[config.mk]
export PLATFORM = sky130hd
export DESIGN_NAME = pipe_skid_reg
export DESIGN_NICKNAME = d
export VERILOG_FILES = /design/src/rtl/pipe_pkg.sv /design/src/rtl/pipe_entry_reg.sv /design/src/rtl/pipe_skid_reg.sv
export SDC_FILE = /design/constraint.sdc
export NUM_CORES = 1
export LEC_CHECK = 0
export ABC_AREA = 1
export ABC_CLOCK_PERIOD_IN_PS = 2000
export BUFFER_PORTS_ARGS = -buffer_cell sky130_fd_sc_hd__buf_2
export CAP_MARGIN = 15
export CORE_MARGIN = 5
export CORE_UTILIZATION = 26
export CTS_CLUSTER_DIAMETER = 40
export CTS_CLUSTER_SIZE = 12
export DETAILED_ROUTE_END_ITERATION = 8
export REMOVE_ABC_BUFFERS = 1
export SLEW_MARGIN = 20
export SYNTH_ARGS = -nofsm -noshare
export SYNTH_HDL_FRONTEND = slang
export SYNTH_SLANG_ARGS = --single-unit
export TNS_END_PERCENT = 10
[constraint.sdc]
create_clock -name clk -period 2 [get_ports clk]
set_clock_uncertainty 0.2 [all_clocks]
set_input_delay 0.2 -clock clk [delete_from_list [all_inputs] [get_ports clk]]
set_output_delay 0.2 -clock clk [all_outputs]
set_load 0.05 [all_outputs]
[src/rtl/pipe_pkg.sv]
// Shared types for the ready/valid pipeline stage registers.
// Stage occupancy states and the default bubble encoding.
package pipe_pkg;

  typedef enum logic [1:0] {
    EMPTY = 2'd0,
    ONE   = 2'd1,
    TWO   = 2'd2
  } state_t;

  localparam logic [15:0] DEFAULT_NOP = 16'h0000;

endpackage

[src/rtl/pipe_entry_reg.sv]
// Payload register with load and clear; used for the main and skid entries.
// Clear wins over load so a flush always leaves a bubble.
module pipe_entry_reg #(
  parameter int           W       = 32,
  parameter logic [W-1:0] CLR_VAL = '0
) (
  input  logic         clk,
  input  logic         reset,
  input  logic         clear,
  input  logic         load,
  input  logic [W-1:0] d,
  output logic [W-1:0] q
);

  always_ff @(posedge clk) begin
    if (!reset || clear) q <= CLR_VAL;
    else if (load)       q <= d;
  end

endmodule

[src/rtl/pipe_skid_reg.sv]
// Ready/valid pipeline stage with a two-entry skid buffer, flush-to-bubble
// and a saturating stall counter. in_ready is decoded from the state register only.
module pipe_skid_reg
  import pipe_pkg::*;
#(
  parameter int                   INSTR_W   = 16,
  parameter int                   PC_W      = 16,
  parameter logic [INSTR_W-1:0]   NOP_INSTR = INSTR_W'(DEFAULT_NOP),
  parameter int                   CNT_W     = 16
) (
  input  logic               clk,
  input  logic               reset,
  input  logic               flush,
  input  logic               in_valid,
  output logic               in_ready,
  input  logic [INSTR_W-1:0] in_instr,
  input  logic [PC_W-1:0]    in_pc,
  output logic               out_valid,
  input  logic               out_ready,
  output logic [INSTR_W-1:0] out_instr,
  output logic [PC_W-1:0]    out_pc,
  output logic [CNT_W-1:0]   stall_cnt
);

  localparam int               ENT_W   = INSTR_W + PC_W;
  localparam logic [ENT_W-1:0] CLR_ENT = {NOP_INSTR, {PC_W{1'b0}}};

  state_t           state, state_nxt;
  logic             in_fire, out_fire;
  logic             main_load, main_clear, main_sel_skid, skid_load;
  logic [ENT_W-1:0] in_ent, main_d, main_q, skid_q;

  assign in_ready  = (state != TWO);
  assign out_valid = (state != EMPTY);
  assign in_fire   = in_valid & in_ready;
  assign out_fire  = out_valid & out_ready;
  assign in_ent    = {in_instr, in_pc};
  assign main_d    = main_sel_skid ? skid_q : in_ent;

  always_ff @(posedge clk) begin
    if (!reset) state <= EMPTY;
    else        state <= state_nxt;
  end

  always_comb begin
    state_nxt     = state;
    main_load     = 1'b0;
    main_clear    = 1'b0;
    main_sel_skid = 1'b0;
    skid_load     = 1'b0;
    if (flush) begin
      state_nxt  = EMPTY;
      main_clear = 1'b1;
    end else begin
      case (state)
        EMPTY: begin
          if (in_fire) begin
            main_load = 1'b1;
            state_nxt = ONE;
          end
        end
        ONE: begin
          if (in_fire && out_fire) begin
            main_load = 1'b1;
          end else if (in_fire) begin
            skid_load = 1'b1;
            state_nxt = TWO;
          end else if (out_fire) begin
            // Draining to empty also restores the bubble on the outputs.
            main_clear = 1'b1;
            state_nxt  = EMPTY;
          end
        end
        TWO: begin
          if (out_fire) begin
            main_load     = 1'b1;
            main_sel_skid = 1'b1;
            state_nxt     = ONE;
          end
        end
        default: state_nxt = EMPTY;
      endcase
    end
  end

  pipe_entry_reg #(.W(ENT_W), .CLR_VAL(CLR_ENT)) u_main (
    .clk   (clk),
    .reset (reset),
    .clear (main_clear),
    .load  (main_load),
    .d     (main_d),
    .q     (main_q)
  );

  pipe_entry_reg #(.W(ENT_W), .CLR_VAL(CLR_ENT)) u_skid (
    .clk   (clk),
    .reset (reset),
    .clear (flush),
    .load  (skid_load),
    .d     (in_ent),
    .q     (skid_q)
  );

  assign {out_instr, out_pc} = main_q;

  always_ff @(posedge clk) begin
    if (!reset)
      stall_cnt <= '0;
    else if (out_valid && !out_ready && !flush && (stall_cnt != {CNT_W{1'b1}}))
      stall_cnt <= stall_cnt + CNT_W'(1);
  end

endmodule

==> results of run 1 <==
==> final cells by class <==
cell class              instances  area, um^2  share of cell area
clock buffers                  15         288              0.0540
clock inverters                 1        30.0             0.00564
inverters                      80         300              0.0564
multi-input cells             390        1880               0.352
flip-flops and latches         82        1640               0.308
well taps                     188         235              0.0441
repair buffers                138         958               0.180
==> power by group through the flow <==
| stage | sequential, mW | combinational (mW) | clock, mW |
|---|---|---|---|
| 5_1_grt | 1.68 | 0.471 | 1.89 |
| 4_1_cts | 1.67 | 0.428 | 1.82 |
| 3_3_place_gp | 1.71 | 0.373 | 0 |
| 2_1_floorplan | 1.79 | 0.164 | 0 |
| 6_report | 1.67 | 0.423 | 1.76 |
| 3_5_place_dp | 1.71 | 0.374 | 0 |
==> logic make-up after synthesis <==
logic type / count (synthesis) / synth area share
AND/OR/NAND/NOR: 266 / 0.294
AO/OA/AOI/OAI: 116 / 0.159
buffers and inverters: 111 / 0.113
flip-flops: 82 / 0.415
XOR/XNOR: 7 / 0.0155
adder cells (fa/ha/maj): 1 / 0.00316
==> worst max-delay path: cells and delay by family (launching register included) <==
kind,cells,cell delay [ps]
and+or+nand+nor,2,210
DFF,1,400
buffers and inverters,2,660
AOI/OAI and AO/OA,1,200
==> synthesized netlist by cell type, drive strengths merged <==
library cell | count | area, um^2
nand3 | 45 | 243
o21ai | 67 | 343
clkbuf | 20 | 75.1
xnor2 | 3 | 26.3
ha | 1 | 12.5
a211oi | 1 | 7.51
nand4 | 7 | 50.1
inv | 80 | 300
nand3b | 1 | 7.51
a21oi | 47 | 273
nand2 | 121 | 472
xor2 | 4 | 35.0
buf | 11 | 70.1
dfxtp | 82 | 1640
nor2 | 92 | 392
o211ai | 1 | 7.51
==> sequential cells by signal, summed over array words and instances, names as in the netlist <==
register	count
u_main.q	32
u_skid.q	32
stall_cnt	16
state	2
==> per-layer routing <==
layer / GRT usage / up-vias / part of all wire
met3: 0.0359 / 13 / 0.062
met4: 0.0491 / 0 / 0.019
met2: 0.189 / 84 / 0.44
li1: - / 2074 / -
met5: 0 / - / 0
met1: 0.144 / 1651 / 0.48
==> final timing paths <==
check                 end  slack (ps)         start  depth (start not counted)
max              state[1]         270      state[0]                          5
min              state[0]          70      in_valid                          4
max reg2reg      state[1]         270      state[0]                          5
min reg2reg  u_skid.q[12]         240  u_skid.q[12]                          2
==> per-stage QoR <==
step | cells | area, um^2 | total power [mW] | TNS (ps) | hold WS (ps)
CTS | 894 | 5330 | 3.93 | 0 | 43.2
finish | 894 | 5330 | 3.86 | 0 | 70.6
global route | 894 | 5330 | 4.03 | 0 | 92.1
floorplan | 552 | 3810 | 1.96 | -55860 | 78.5
detailed placement | 843 | 4660 | 2.08 | 0 | 238
global placement | 843 | 4660 | 2.08 | 0 | 234
==> key figures, run 1 <==
Setup path
  • CP Capture Type: flip-flop
  • Worst Path Required: roughly 2100 ps
  • Critical Path, Cell by Cell: inv_2 > nor2_2 > nand2_1 > a211oi_1 > dlygate4sd3_1
  • CP max FO: 3
  • Setup CP Type: reg2reg
  • Worst path max stage delay: roughly 570 ps
  • CP startpoint kind: flip-flop
  • Critical path data arrival time: roughly 1800 ps
  • Critical Path Slowest Stage Cell: dlygate4sd3_1

Die
  • Core Box Area: 15000 um^2
  • Die area: ~18000 um^2
  • Ports: just under 90
  • Rows: 45
  • Die Span Y: approximately 130 um
  • Die width: 133 um
  • Initial Util: 0.263

STA
  • Max Slew Vio Count: 0
  • Slew @ Worst Pin: between 300 and 400 ps
  • Slew HR: 0.758
  • Final worst path period need: around 1700 ps
  • Final setup fails: 0
  • Final Cycle Share: 0.865
  • RSZ-0062 raised after global routing: no
  • Min setup slack post-route: ~270 ps
  • Max Fclk: ~580 MHz
  • Final hold violation count: 0

Power and ir drop
  • Sw frac: 0.241
  • P_int: 2.93 mW
  • Power Density: 723 nW/um^2
  • Net load switching power: slightly above 900 uW
  • Reg power frac: 0.434
  • Leak: roughly 2.3 nW
  • Peak supply drop: 0.404 mV
  • Clock share of power: 0.456
  • Part of the power in combinational logic: 0.110

Clock tree
  • Post-CTS Hold Fix Bufs: 35
  • Post-cts repair resize count: 0
  • Root buf cell: clkbuf_16
  • Clock-pin slew on the worst setup and hold paths: around 60 ps
  • CTS tree: built
  • CTS sink cnt: 82
  • CTS Buf Count: 9
  • H-tree levels: 3
  • Clock tree buffer depth: 2
  • Post-CTS setup buffers: 0
  • Clock Latency Late Sink: between 300 and 400 ps

Routing
  • Vias: between 3000 and 4000
  • Routed wire length: around 10000 um
  • DRT iter0 DRCs: roughly 110
  • DRT Pass-1 Iters: 4
  • Vias/cell: around 4.3
  • Remaining DRCs: 0
  • Routed Antenna Nets: 0
  • Avg WL per Cell: between 10 and 15 um

Global routing
  • Largest net degree at the start of global routing: 66
  • First-pass GRT wire length: about 17000 um
  • Grt ovf: 0
  • Vias in the first global route: roughly 3500
  • GRT Total Usage: 0.117
  • Initial antenna violation count: 0

Finish
  • Share of layout cells above drive strength 1: 0.212
  • FILL cells: between 1500 and 2000
  • Fin util: 0.354
  • Commonest non-fill, non-tap cell in the layout: nand2_1
  • Most frequent cells in the layout: 118 x nand2_1, 86 x buf_2, 84 x nor2_1
  • Nets: 739
  • Ant. Diodes: 0
  • Area Growth Syn to Fin: 34.7%

Worst hold path
  • Tightest Hold Check Type: in2reg

Placement
  • Post-place setup slack: between 300 and 400 ps
  • GP Congestion: around 0.84
  • # port buffers: 86
  • DPL Wire Length: 6440 um

Yosys
  • Sequential fraction of the synthesis area: 0.415
  • YS warnings: 0
  • Distinct cells, synth: 31
  • Seq cells post-synth: a little over 80
  • Mapped Cells: 583
  • Syn avg cell area: a little under 7 um^2
  • Post-Synthesis Cell Area: about 4000 um^2

Flow run
  • Max Cap Viol: 0

Run status
  • Status: finished, final reports clean
(Power assumes the default switching activity.)
==> inputs of run 2 (changes only) <==
--- a/config.mk
+++ b/config.mk
@@ -6,7 +6,7 @@
 export NUM_CORES = 1
 export LEC_CHECK = 0
 export ABC_AREA = 1
-export ABC_CLOCK_PERIOD_IN_PS = 2000
+export ABC_CLOCK_PERIOD_IN_PS = 1700
 export BUFFER_PORTS_ARGS = -buffer_cell sky130_fd_sc_hd__buf_2
 export CAP_MARGIN = 15
 export CORE_MARGIN = 5
==> constraint.sdc (replaced) <==
create_clock -name clk -period 1.7 [get_ports clk]
set_clock_uncertainty 0.2 [all_clocks]
set_input_delay 0.17 -clock clk [delete_from_list [all_inputs] [get_ports clk]]
set_output_delay 0.17 -clock clk [all_outputs]
set_load 0.05 [all_outputs]
==> run 2 against run 1 <==
Combinational power grew 21%. Count of clock-buffer cells in the layout shrank 2. Power grew 16%. Setup slack lost 200 ps. Wire length grew 0.19%. Global-route usage grew 0.086 points. Clock power grew 14%. Flip-flop and latch count is the same. Critical path depth grew 5. Final area grew 1.6%. Sequential share of layout area shrank 0.41 points. Critical path type is now in2reg.
==> key figures, run 2 (synthesis results as in run 1) <==
Setup path
  • Critical R2R Capture: stall_cnt[13] (was state[1])
  • Worst Path Required: 1730 ps (was 2080 ps)
  • Reg2reg start: stall_cnt[6] (was state[0])
  • CP max FO: 18 (was 3)
  • CP startpoint kind: input port (was flip-flop)
  • CP Capture Type: flip-flop (unchanged)
  • FF-to-FF path depth: 7 (was 5)
  • Reg2reg setup slack: 120 ps (was 270 ps)
  • Critical path data arrival time: 1670 ps (was 1810 ps)
  • Setup CP Type: in2reg (was reg2reg)

Clock tree
  • CTS Buf Count: 9 (unchanged)
  • CTS tree: built (unchanged)
  • H-tree levels: 3 (unchanged)
  • Clock-pin slew on the worst setup and hold paths: 60 ps (about the same)
  • CTS sink cnt: 82 (unchanged)
  • Clock tree buffer depth: 2 (unchanged)
  • Clock Latency Late Sink: 340 ps (about the same)
  • Root buf cell: clkbuf_16 (unchanged)

Global routing
  • GR Util met2: 0.192 (was 0.189)
  • Busiest layer in global routing: met2 (unchanged)
  • M3 GR Usage: 0.0355 (was 0.0359)
  • Largest net degree at the start of global routing: 49 (was 66)
  • First-pass GRT wire length: 17100 um (was 17000 um)
  • Initial antenna violation count: 1 (was 0)
  • Met1 Track Usage GR: 0.148 (was 0.144)
  • Vias in the first global route: 3602 (was 3548)
  • GRT Total Usage: 0.118 (was 0.117)
  • Grt ovf: 0 (unchanged)

STA
  • Final Cycle Share: 0.960
  • RSZ-0062 raised after global routing: yes (was no)
  • Max Fclk: approximately 610 MHz
  • Final hold violation count: 0 (unchanged)
  • Slew HR: 0.792 (was 0.758)
  • Final worst path period need: ~1600 ps
  • Final setup fails: 0 (unchanged)
  • Slew @ Worst Pin: 312 ps (was 363 ps)
  • Min setup slack post-route: 68.2 ps (was 270 ps)
  • WHS: 166 ps (was 70.6 ps)
  • Max Slew Vio Count: 0 (unchanged)

Die
  • Die width: 133 um (unchanged)
  • Ports: 87 (unchanged)
  • Die Span Y: 133 um (unchanged)
  • Rows: 45 (unchanged)
  • Die area: 17800 um^2 (unchanged)
  • Initial Util: 0.263 (unchanged)
  • Core Box Area: 15000 um^2 (unchanged)

Routing
  • Avg WL per Cell: 11.2 um (was 11.3 um)
  • Vias/cell: 4.23 (was 4.28)
  • Remaining DRCs: 0 (unchanged)
  • Routed Antenna Nets: 0 (unchanged)
  • Vias: 3824 (was 3822)
  • DRT iter0 DRCs: 140 (was 113)
  • DRT Pass-1 Iters: 4 (unchanged)
  • Routed wire length: 10100 um (about the same)

Finish
  • Nets: 750 (was 739)
  • Commonest non-fill, non-tap cell in the layout: nand2_1 (unchanged)
  • Multi-input gate area in the final layout: 1890 um^2 (was 1880 um^2)
  • Most frequent cells in the layout: 118 x nand2_1, 86 x buf_2, 84 x nor2_1 (unchanged)
  • Ant. Diodes: 0 (unchanged)
  • FILL cells: 1608 (was 1598)
  • Area Growth Syn to Fin: 37.0% (was 34.7%)
  • Seq. cell area: 1650 um^2 (was 1640 um^2)
  • Share of layout cells above drive strength 1: 0.232 (was 0.212)
  • Largest regs: u_main.q x32, u_skid.q x32, stall_cnt x16 (unchanged)

Placement
  • GP Congestion: 0.830 (was 0.841)
  • DPL Wire Length: 6880 um (was 6440 um)
  • # port buffers: 86 (unchanged)
  • Post-place setup slack: 55.8 ps (was 302 ps)

Power and ir drop
  • Leak: 2.38 nW (was 2.33 nW)
  • Power Density: 827 nW/um^2 (was 723 nW/um^2)
  • Peak supply drop: 0.454 mV (was 0.404 mV)
  • Total Power: 4.48 mW (was 3.86 mW)

Worst hold path
  • Hold Path Depth: 6 (was 4)
  • Tightest Hold Check Type: in2reg (unchanged)
  • Hold_sp: flush (was in_valid)
  • Worst hold endpoint: stall_cnt[12] (was state[0])

Run status
  • Status: finished, final reports clean (unchanged)

Flow run
  • Max Cap Viol: 0 (unchanged)
## run 2: changes by cell type in the layout (fill, tap and decap cells not counted)
| cell | change |
|---|---|
| clkbuf_8 | -1 |
| clkinv_2 | +1 |
| ha_1 | -1 |
| dfxtp_2 | +4 |
| ha_4 | +1 |
| dfxtp_1 | -4 |
| clkbuf_1 | -1 |
| buf_4 | +11 |
## run 2: repair_timing
action                                  4_1_cts  5_1_grt
resized for setup                             0        6
hold buffers                                 35        0
endpoints found under the hold margin        62        0
endpoints found under the setup margin        0       48
buffers inserted                              0        1
## run 2: critical path, cell delays in order
cell and delay [ps]:
dlygate4sd3_1 540, buf_2 160, inv_2 90, nand2_4 80, nor2_4 100, inv_2 70
nor2_8 220, nand3_1 110, nand2_1 70, nor2_1 30
## run 2: how the worst max path moves through the flow
stage	cells after the start	from	to
after floorplan	4	reset	u_skid.q[0]
after global placement	8	stall_cnt[0]	stall_cnt[11]
after detailed placement	8	stall_cnt[0]	stall_cnt[5]
after CTS	8	stall_cnt[0]	stall_cnt[5]
after global routing	6	state[0]	u_skid.q[28]
final	10	out_ready	stall_cnt[15]
## run 2: power by group
group          switching [mW]  leakage, nW  internal (mW)
Clock                   0.750        0.152           1.25
Combinational           0.312         1.56          0.198
Sequential             0.0163        0.665           1.95
Total                    1.08         2.38           3.40
## run 2: through the flow
step                TNS (ps)  instances  area (um^2)   util
finish                     0        904         5420  0.360
global route           -83.4        904         5420  0.360
CTS                        0        903         5390  0.359
detailed placement         0        853         4740  0.315
global placement           0        853         4740  0.315
floorplan             -78380        552         3810      -
## run 2: final cells by class
class	count	area share
Multi-Input combinational cell	390	0.349
Clock inverter	2	0.00647
Tap cell	188	0.0434
Inverter	80	0.0554
Clock buffer	13	0.0499
Timing Repair Buffer	149	0.192
Sequential cell	82	0.304
## run 2: layer usage
metal  up-vias  routed length (um)
met2        84                4500
li1       2094                   -
met3         9                 582
met1      1635                4910
met5         -                   7
met4         2                  99
